## config.mk

```make
export PLATFORM = sky130hd
export DESIGN_NAME = eq_gain_sequencer
export DESIGN_NICKNAME = d
export VERILOG_FILES = /design/src/rtl/eq_gain_sequencer.sv
export SDC_FILE = /design/constraint.sdc
export NUM_CORES = 1
export LEC_CHECK = 0
export ABC_AREA = 1
export ABC_CLOCK_PERIOD_IN_PS = 3330
export BUFFER_PORTS_ARGS = -buffer_cell sky130_fd_sc_hd__buf_4
export CORE_ASPECT_RATIO = 2
export CORE_UTILIZATION = 44
export DETAILED_ROUTE_END_ITERATION = 16
export PLACE_DENSITY = 0.74
export REMOVE_ABC_BUFFERS = 1
export SLEW_MARGIN = 20
export SYNTH_ARGS = -nofsm -noshare
export SYNTH_HDL_FRONTEND = slang
export SYNTH_SLANG_ARGS = --single-unit
export TNS_END_PERCENT = 1
```

## constraint.sdc

```tcl
create_clock -name clk -period 3.33 [get_ports clk]
set_input_delay 0.1665 -clock clk [delete_from_list [all_inputs] [get_ports clk]]
set_output_delay 0.1665 -clock clk [all_outputs]
set_load 0.01 [all_outputs]
```

## src/rtl/eq_gain_sequencer.sv

```systemverilog
// eq_gain_sequencer: three-band equalizer gain sequencer.
//   Gain writes set per-band targets. On each sample strobe every current gain
//   moves toward its effective target by at most STEP, clamping so it never
//   overshoots. A level mute request forces all effective targets to 0.
// Ports:
//   clk, reset (async, active low)
//   sample_valid                   ramp tick, one per audio sample
//   cmd_valid/cmd_ready            gain write handshake
//   cmd_band[1:0], cmd_gain[7:0]   band select (3 is illegal) and target gain
//   mute_req                       level-sensitive mute
//   gain_low/mid/high[7:0]         registered current gains
//   busy, muted, cmd_err           status; cmd_err pulses on an illegal band

// One band: target register, current register and the clamped ramp step.
module eq_gain_lane #(
  parameter int unsigned STEP       = 4,
  parameter logic [7:0]  RESET_GAIN = 8'h40
) (
  input  logic       clk,
  input  logic       reset,
  input  logic       tick,
  input  logic       tgt_we,
  input  logic [7:0] tgt_wdata,
  input  logic       force_zero,
  output logic [7:0] cur,
  output logic       at_eff,
  output logic       is_zero
);
  logic [7:0] tgt_q, cur_q, cur_d, eff;
  logic [8:0] up9, floor9;

  assign eff = force_zero ? 8'd0 : tgt_q;
  // 9-bit sums: cur+STEP and eff+STEP cannot wrap, so the clamp compares are exact.
  assign up9    = {1'b0, cur_q} + 9'(STEP);
  assign floor9 = {1'b0, eff}   + 9'(STEP);

  always_comb begin
    cur_d = cur_q;
    if (tick) begin
      if (cur_q < eff)
        cur_d = (up9 > {1'b0, eff}) ? eff : up9[7:0];
      else if (cur_q > eff)
        cur_d = ({1'b0, cur_q} < floor9) ? eff : cur_q - 8'(STEP);
    end
  end

  always_ff @(posedge clk or negedge reset) begin
    if (!reset) begin
      tgt_q <= RESET_GAIN;
      cur_q <= RESET_GAIN;
    end else begin
      // Ramp uses the old target this cycle; a same-cycle write lands next cycle.
      if (tgt_we) tgt_q <= tgt_wdata;
      cur_q <= cur_d;
    end
  end

  assign cur     = cur_q;
  assign at_eff  = (cur_q == eff);
  assign is_zero = (cur_q == 8'd0);
endmodule

module eq_gain_sequencer #(
  parameter int unsigned STEP       = 4,
  parameter logic [7:0]  RESET_GAIN = 8'h40
) (
  input  logic       clk,
  input  logic       reset,
  input  logic       sample_valid,
  input  logic       cmd_valid,
  output logic       cmd_ready,
  input  logic [1:0] cmd_band,
  input  logic [7:0] cmd_gain,
  input  logic       mute_req,
  output logic [7:0] gain_low,
  output logic [7:0] gain_mid,
  output logic [7:0] gain_high,
  output logic       busy,
  output logic       muted,
  output logic       cmd_err
);
  localparam int NUM_BANDS = 3;

  typedef enum logic [1:0] {IDLE, RAMP, MUTING, MUTED} state_t;
  state_t state_q, state_d;

  logic [NUM_BANDS-1:0][7:0] cur;
  logic [NUM_BANDS-1:0]      at_eff, is_zero, tgt_we;
  logic                      cmd_acc, force_zero, busy_d, muted_d;

  // Ready is simply "out of reset": the block never back-pressures writes.
  assign cmd_ready  = reset;
  assign cmd_acc    = cmd_valid && cmd_ready;
  assign force_zero = (state_q == MUTING) || (state_q == MUTED);

  for (genvar b = 0; b < NUM_BANDS; b++) begin : g_band
    assign tgt_we[b] = cmd_acc && (cmd_band == 2'(b));
    eq_gain_lane #(.STEP(STEP), .RESET_GAIN(RESET_GAIN)) u_lane (
      .clk        (clk),
      .reset      (reset),
      .tick       (sample_valid),
      .tgt_we     (tgt_we[b]),
      .tgt_wdata  (cmd_gain),
      .force_zero (force_zero),
      .cur        (cur[b]),
      .at_eff     (at_eff[b]),
      .is_zero    (is_zero[b])
    );
  end

  assign gain_low  = cur[0];
  assign gain_mid  = cur[1];
  assign gain_high = cur[2];

  // State register; busy/muted are registered alongside it.
  always_ff @(posedge clk or negedge reset) begin
    if (!reset) begin
      state_q <= IDLE;
      busy    <= 1'b0;
      muted   <= 1'b0;
    end else begin
      state_q <= state_d;
      busy    <= busy_d;
      muted   <= muted_d;
    end
  end

  // Next state: mute_req dominates every other transition.
  always_comb begin
    state_d = state_q;
    unique case (state_q)
      IDLE:    if (mute_req) state_d = MUTING;
               else if (!(&at_eff)) state_d = RAMP;
      RAMP:    if (mute_req) state_d = MUTING;
               else if (&at_eff) state_d = IDLE;
      MUTING:  if (!mute_req) state_d = RAMP;
               else if (&is_zero) state_d = MUTED;
      MUTED:   if (!mute_req) state_d = RAMP;
      default: state_d = IDLE;
    endcase
  end

  // Outputs decoded from the state being entered, so they line up with state_q.
  always_comb begin
    busy_d  = (state_d == RAMP) || (state_d == MUTING);
    muted_d = (state_d == MUTED);
  end

  always_ff @(posedge clk or negedge reset) begin
    if (!reset) cmd_err <= 1'b0;
    else        cmd_err <= cmd_acc && (cmd_band == 2'd3);
  end
endmodule

```

* Yosys cells after proc, flatten, opt, wreduce, memory -nomap -nowiden
Index checks and enable logic that the tools add are counted.
Word-level totals: bits in registers 53, input bits 15, logic and storage cells 86, output and inout bits 28
Operators by class: add/subtract/negate cells 9, equality and inequality tests 12, multiplexer cells 23, $lt $le $gt $ge 12, reductions and logical operators 20
Operators by type and width (number):
- $mux W8 | 15
- $add A8 B3 Y9 const B | 6
- $gt A9 B8 Y1 | 3
- $lt A8 B9 Y1 | 3
- $eq A8 B8 Y1 | 3
- $gt A8 B8 Y1 | 3
- $logic_not A8 Y1 | 3
- $lt A8 B8 Y1 | 3
- $sub A8 B3 Y8 const B | 3
- $mux W2 | 7
- $eq A2 B2 Y1 const B | 6
- $pmux W2 S4 | 1
- $eq A2 B1 Y1 const B | 3
- $reduce_and A2 Y1 | 3
- $reduce_and A3 Y1 | 2
- $reduce_bool A2 Y1 | 3
- $logic_and A1 B1 Y1 | 5
- $logic_not A2 Y1 | 2
- $logic_or A1 B1 Y1 | 2

* Depth between registers and ports, before layout
depth in word-level cells 10, depth in mapped cells 21

* By module
A second synthesis with hierarchy kept.
Unflattened totals: cell total of the unflattened synthesis 769, area total of the unflattened synthesis 5526.6 µm²
Modules (own cells, without submodules):
- eq_gain_lane (g_band[0].u_lane ...) | cells each 248, times used 2, area each 1759.2 µm²
- eq_gain_lane (g_band[1].u_lane) | cells each 248, times used 1, area each 1780.5 µm²
- eq_gain_sequencer | cells each 25, times used 1, area each 227.7 µm²

* Worst setup path before layout
No wires, ideal clock.
path type reg-to-reg, from register state_q[1], to register g_band[1].u_lane.cur_q[2], clock period less this slack 2.584 ns, cell stages (with the launch flop) 19, library setup time 0.117 ns, data arrival time 2.468 ns, path slack 0.746 ns, cell sequence dfrtp_1 -> buf_6 -> inv_8 -> buf_6 -> nand2_1 -> nor3_1 -> nand4_1 -> nand2_1 -> o21ai_0 -> ha_1 -> inv_1 -> a21oi_1 -> nand4_1 -> nand2_4 -> nand2_1 -> nand3_1 -> nand2_1 -> nand2_1 -> nand2_1
Between the ends: word-level cells in the longest chain between the ends 8, elaborated cells on any way between the ends 15
RTL lines:
- start, declared | RTL line 85 | state_t state_q, state_d;
- start signal, assigned | RTL line 122 | state_q <= state_d;
- $eq A2 B2 Y1 | RTL line 94 | assign force_zero = (state_q == MUTING) || (state_q == MUTED);
- $logic_or A1 B1 Y1 (*) | RTL line 94
- $mux W8 (*) | RTL line 32 | assign eff = force_zero ? 8'd0 : tgt_q;
- $add A8 B3 Y9 | RTL line 35 | assign floor9 = {1'b0, eff} + 9'(STEP);
- $lt A8 B9 Y1 | RTL line 43 | cur_d = ({1'b0, cur_q} < floor9) ? eff : cur_q - 8'(STEP);
- $mux W8 | RTL line 43
- $mux W8 | RTL line 42 | else if (cur_q > eff)
- $mux W8 | RTL line 40 | if (cur_q < eff)
- end signal, assigned | RTL line 54 | cur_q <= cur_d;
- end, declared | RTL line 29 | logic [7:0] tgt_q, cur_q, cur_d, eff;
Every way passes the cells marked *; elsewhere a longest branch is shown, timed or not. The select of a mux whose other input is x is not followed. A chain may end at the register's enable or synchronous reset.

* Worst setup path after layout
Same ends and word-level chain as after synthesis.

==> metrics.md <==
| Metric | Value |
|---|---|
| PD cells | 990 mW/mm^2 |
| Starting Density | 45.5% |
| FF-to-FF Start | state_q[1] |
| DRT iter0 DRCs | roughly 280 |
| Synth area leader | dfrtp_1 |
| CTS tree | done |
| Relative slew slack | around half |
| Post-CTS Hold Buffers | 0 |
| CP startpoint kind | flop |
| FF/Latch Area | about 0.0013 sq mm |
| WL/cell | ~17 um |
| Row cnt | between 50 and 60 |
| Mapped cell area | 0.00535 sq mm |
| Slew Limit Fails | 0 |
| Clock power frac | around 11% |
| EDFF count, synth | 0 |
| Num Clock Sinks | 53 |
| Worst r2r path cells | 16 |
| Vias per cell | between 5 and 6 |
| Multi-input gate area | around 0.0035 sq mm |
| Clock Path Buffers | 2 |
| Core Region | ~0.012 sq mm |
| Yosys warns | 0 |
| Worst min-delay path class | primary input to asynchronous set/reset pin |
| Nature of the critical path endpoint | flop |
| Largest net degree at the start of global routing | 55 |
| Fill cells | 1202 |
| Post-Layout Cell Count | just over 900 |
| Die height | between 150 and 200 um |
| Ports | 43 |
| Initial antenna violation count | 0 |
| Die area | about 0.013 sq mm |
| Seq/Total Area, Yosys | about a quarter |
| Syn-to-layout area delta | 11.3% |
| Sum Neg Setup Slack | 0 ps |
| Placed cell areas | 0.00578 sq mm |
| R2r endpoint | g_band[1].u_lane.cur[2] |
| Max Fanout on Critical Path | 24 |
| Routability Congestion | 1.01 |
| Buffers on Ports | 42 |
| Minimum clock period | just over 3000 ps |
| WL final | around 15 mm |
| Worst path required time | between 3000 and 4000 ps |
| Final Cycle Share | ~91% |
| GRT Util Overall | roughly a quarter |
| Ys async rst share | between 90% and 100% |
| Total grt overflow | 0 |
| CP Data Arrival Time | ~3200 ps |
| Hold Vio Cnt, Final | 0 |
| Routed Antenna Nets | 0 |
| Switch share | between 50% and 60% |
| Internal power | 0.00275 W |
| VDD IR max | around 0.00058 V |
| Clock H-tree levels | 2 |
| Vias in the first global route | between 5000 and 6000 |
| #FFs+latches synth | 53 |
| Nets | between 800 and 900 |
| Post-synthesis adder-cell area fraction | 16.6% |
| Inserted Diodes | 0 |
| Dominant synthesized flop cell | dfrtp_1 |
| Post-Place Cells | 926 |
| Simple-gate share of the synthesized area | 35.3% |
| XOR/XNOR Fraction of Synth Area | ~5.2% |
| Sw Pwr | ~0.0032 W |
| Mux share of post-synthesis cell area | 0% |
| Register share of total power | a little over a fifth |
| Kind of critical path | flop to flop |
| PostCTS Resize Cnt | 0 |
| Outcome | finished clean |
| Postcts setup bufs | 0 |
| Fmax | between 300 and 400 MHz |
| Max Cap Violations | 0 |
| Syn Area/Cell | about 7 sq um |
| Die width | roughly 80 um |
| Top area cells in the synthesized netlist | dfrtp_1 (22%), ha_1 (17%), nand2_1 (14%) |
| DR pass1 iterations | 5 |
| Root Buffer | clkbuf_16 |
| Vias | around 5200 |
| Fraction of final layout cells with drive strength greater than 1 | 13.4% |
| Cells after Synth | ~750 |
| Worst Tran Pin Value | 734 ps |
| Area share of the largest cell type after synthesis | roughly 22% |
| Remaining DRCs | 0 |
| Setup-failing EPs final | 0 |
| Leakage | 3.24 nW |
| Compound-gate portion of the synthesized area | under 10% |
| RSZ-0062 raised after global routing | false |
| Cell variety after synth | 39 |
| Fin Clk Skew | about 14 ps |
| Worst-skew pair later-pin latency | about 310 ps |
| Worst reg-to-reg setup slack | just over 300 ps |
| Largest family of logic cells by synthesized area | simple AND/OR/NAND/NOR gates |
| CTS Buf Count | 5 |
| Worst-path clk slew | 90 ps |
| Logic pwr share | between 60% and 70% |
| First-pass GRT wire length | ~25 mm |
| DP Wirelength | 12.2 mm |
| Design Area, Final | between 0.005 and 0.006 sq mm |
## cell usage after synthesis, drive strengths merged, types with 2 or more instances
cell type	count
a21o	4
a21oi	23
buf	12
clkbuf	5
dfrtp	47
dfstp	6
ha	71
inv	105
nand2	218
nand3	87
nand4	22
nor2	60
nor3	10
o211ai	2
o21a	5
o21ai	39
xnor2	2
xor2	30
## registers in the layout, summed over array words and instances (netlist names)
name	count
busy	1
g_band.u_lane.cur	24
muted	1
cmd_err	1
g_band.u_lane.tgt_q	24
state_q	2
## per-layer routing
layer	share of wire, %	GRT usage, %	wire length [um]
met1	33	24.3	5180
met2	56	50.9	8670
met3	3.2	2.31	496
met4	7.4	18.8	1150
met5	0	0	0
## worst max-delay path, cell delays in order, from the launching register on
cell and delay, ps:
dfrtp_1 530, inv_8 220, nand2_1 210, nor3_1 360, nand4_1 150, nand2_1 80, o21ai_0 80, ha_1 350
inv_1 50, a21oi_1 100, nand4_1 270, nand2_4 200, nand2_1 60, nand3_1 80, nand2_1 50, nand2_1 50
nand2_1 40
## power by group through the flow
stage               Clock [W]  Combinational [W]  Sequential, W
global route         0.000680            0.00450        0.00129
floorplan                   0            0.00287        0.00119
detailed placement          0            0.00393        0.00127
global placement            0            0.00387        0.00126
CTS                  0.000661            0.00396        0.00126
finish               0.000655            0.00399        0.00126
## worst max path at each step
stage                from  cells past startpoint  slack (ps)                 endpoint
2_1_floorplan  state_q[1]                     18         710  g_band[2].u_lane.cur[2]
3_3_place_gp   state_q[1]                     14         420  g_band[0].u_lane.cur[0]
3_5_place_dp   state_q[1]                     16         340  g_band[1].u_lane.cur[2]
4_1_cts        state_q[1]                     18         340  g_band[2].u_lane.cur[3]
5_1_grt        state_q[1]                     16           7  g_band[1].u_lane.cur[2]
6_report       state_q[1]                     16         310  g_band[1].u_lane.cur[2]
## cell families after synthesis
| logic type | after synthesis |
|---|---|
| flops | 53 |
| buf+inv | 122 |
| fa+ha+maj | 71 |
| compound gates | 76 |
| simple gates | 399 |
| xor+xnor | 32 |
## layout make-up
class / instances / share of cell area, %
Clock buffer: 6 / 2.33
Tap cell: 145 / 3.04
Sequential cell: 53 / 22.4
Multi-Input combinational cell: 578 / 59.1
Clock inverter: 2 / 0.693
Timing Repair Buffer: 45 / 5.67
Inverter: 105 / 6.74
## cells in the final DEF, fill, tap and decap left out, types with 10 or more instances in the layout
master	count
nand3_1	77
dfrtp_1	47
nand2_1	200
buf_4	45
nand2_2	10
nor2_1	55
a21oi_1	21
nand4_1	20
nor3_1	10
xor2_1	30
inv_1	100
ha_1	71
o21ai_0	31
## through the flow
step / total power (W) / hold slack (ps) / setup WS, ps / utilization, %
after detailed placement: 0.00520 / 330 / 344 / 49.1
after global placement: 0.00513 / 330 / 421 / 49.1
after floorplan: 0.00406 / -129 / 706 / -
final: 0.00590 / 4.37 / 308 / 50.6
after global routing: 0.00647 / 14.4 / 6.88 / 50.6
after CTS: 0.00588 / 13.3 / 338 / 50.6
(Power assumes the default switching activity.)
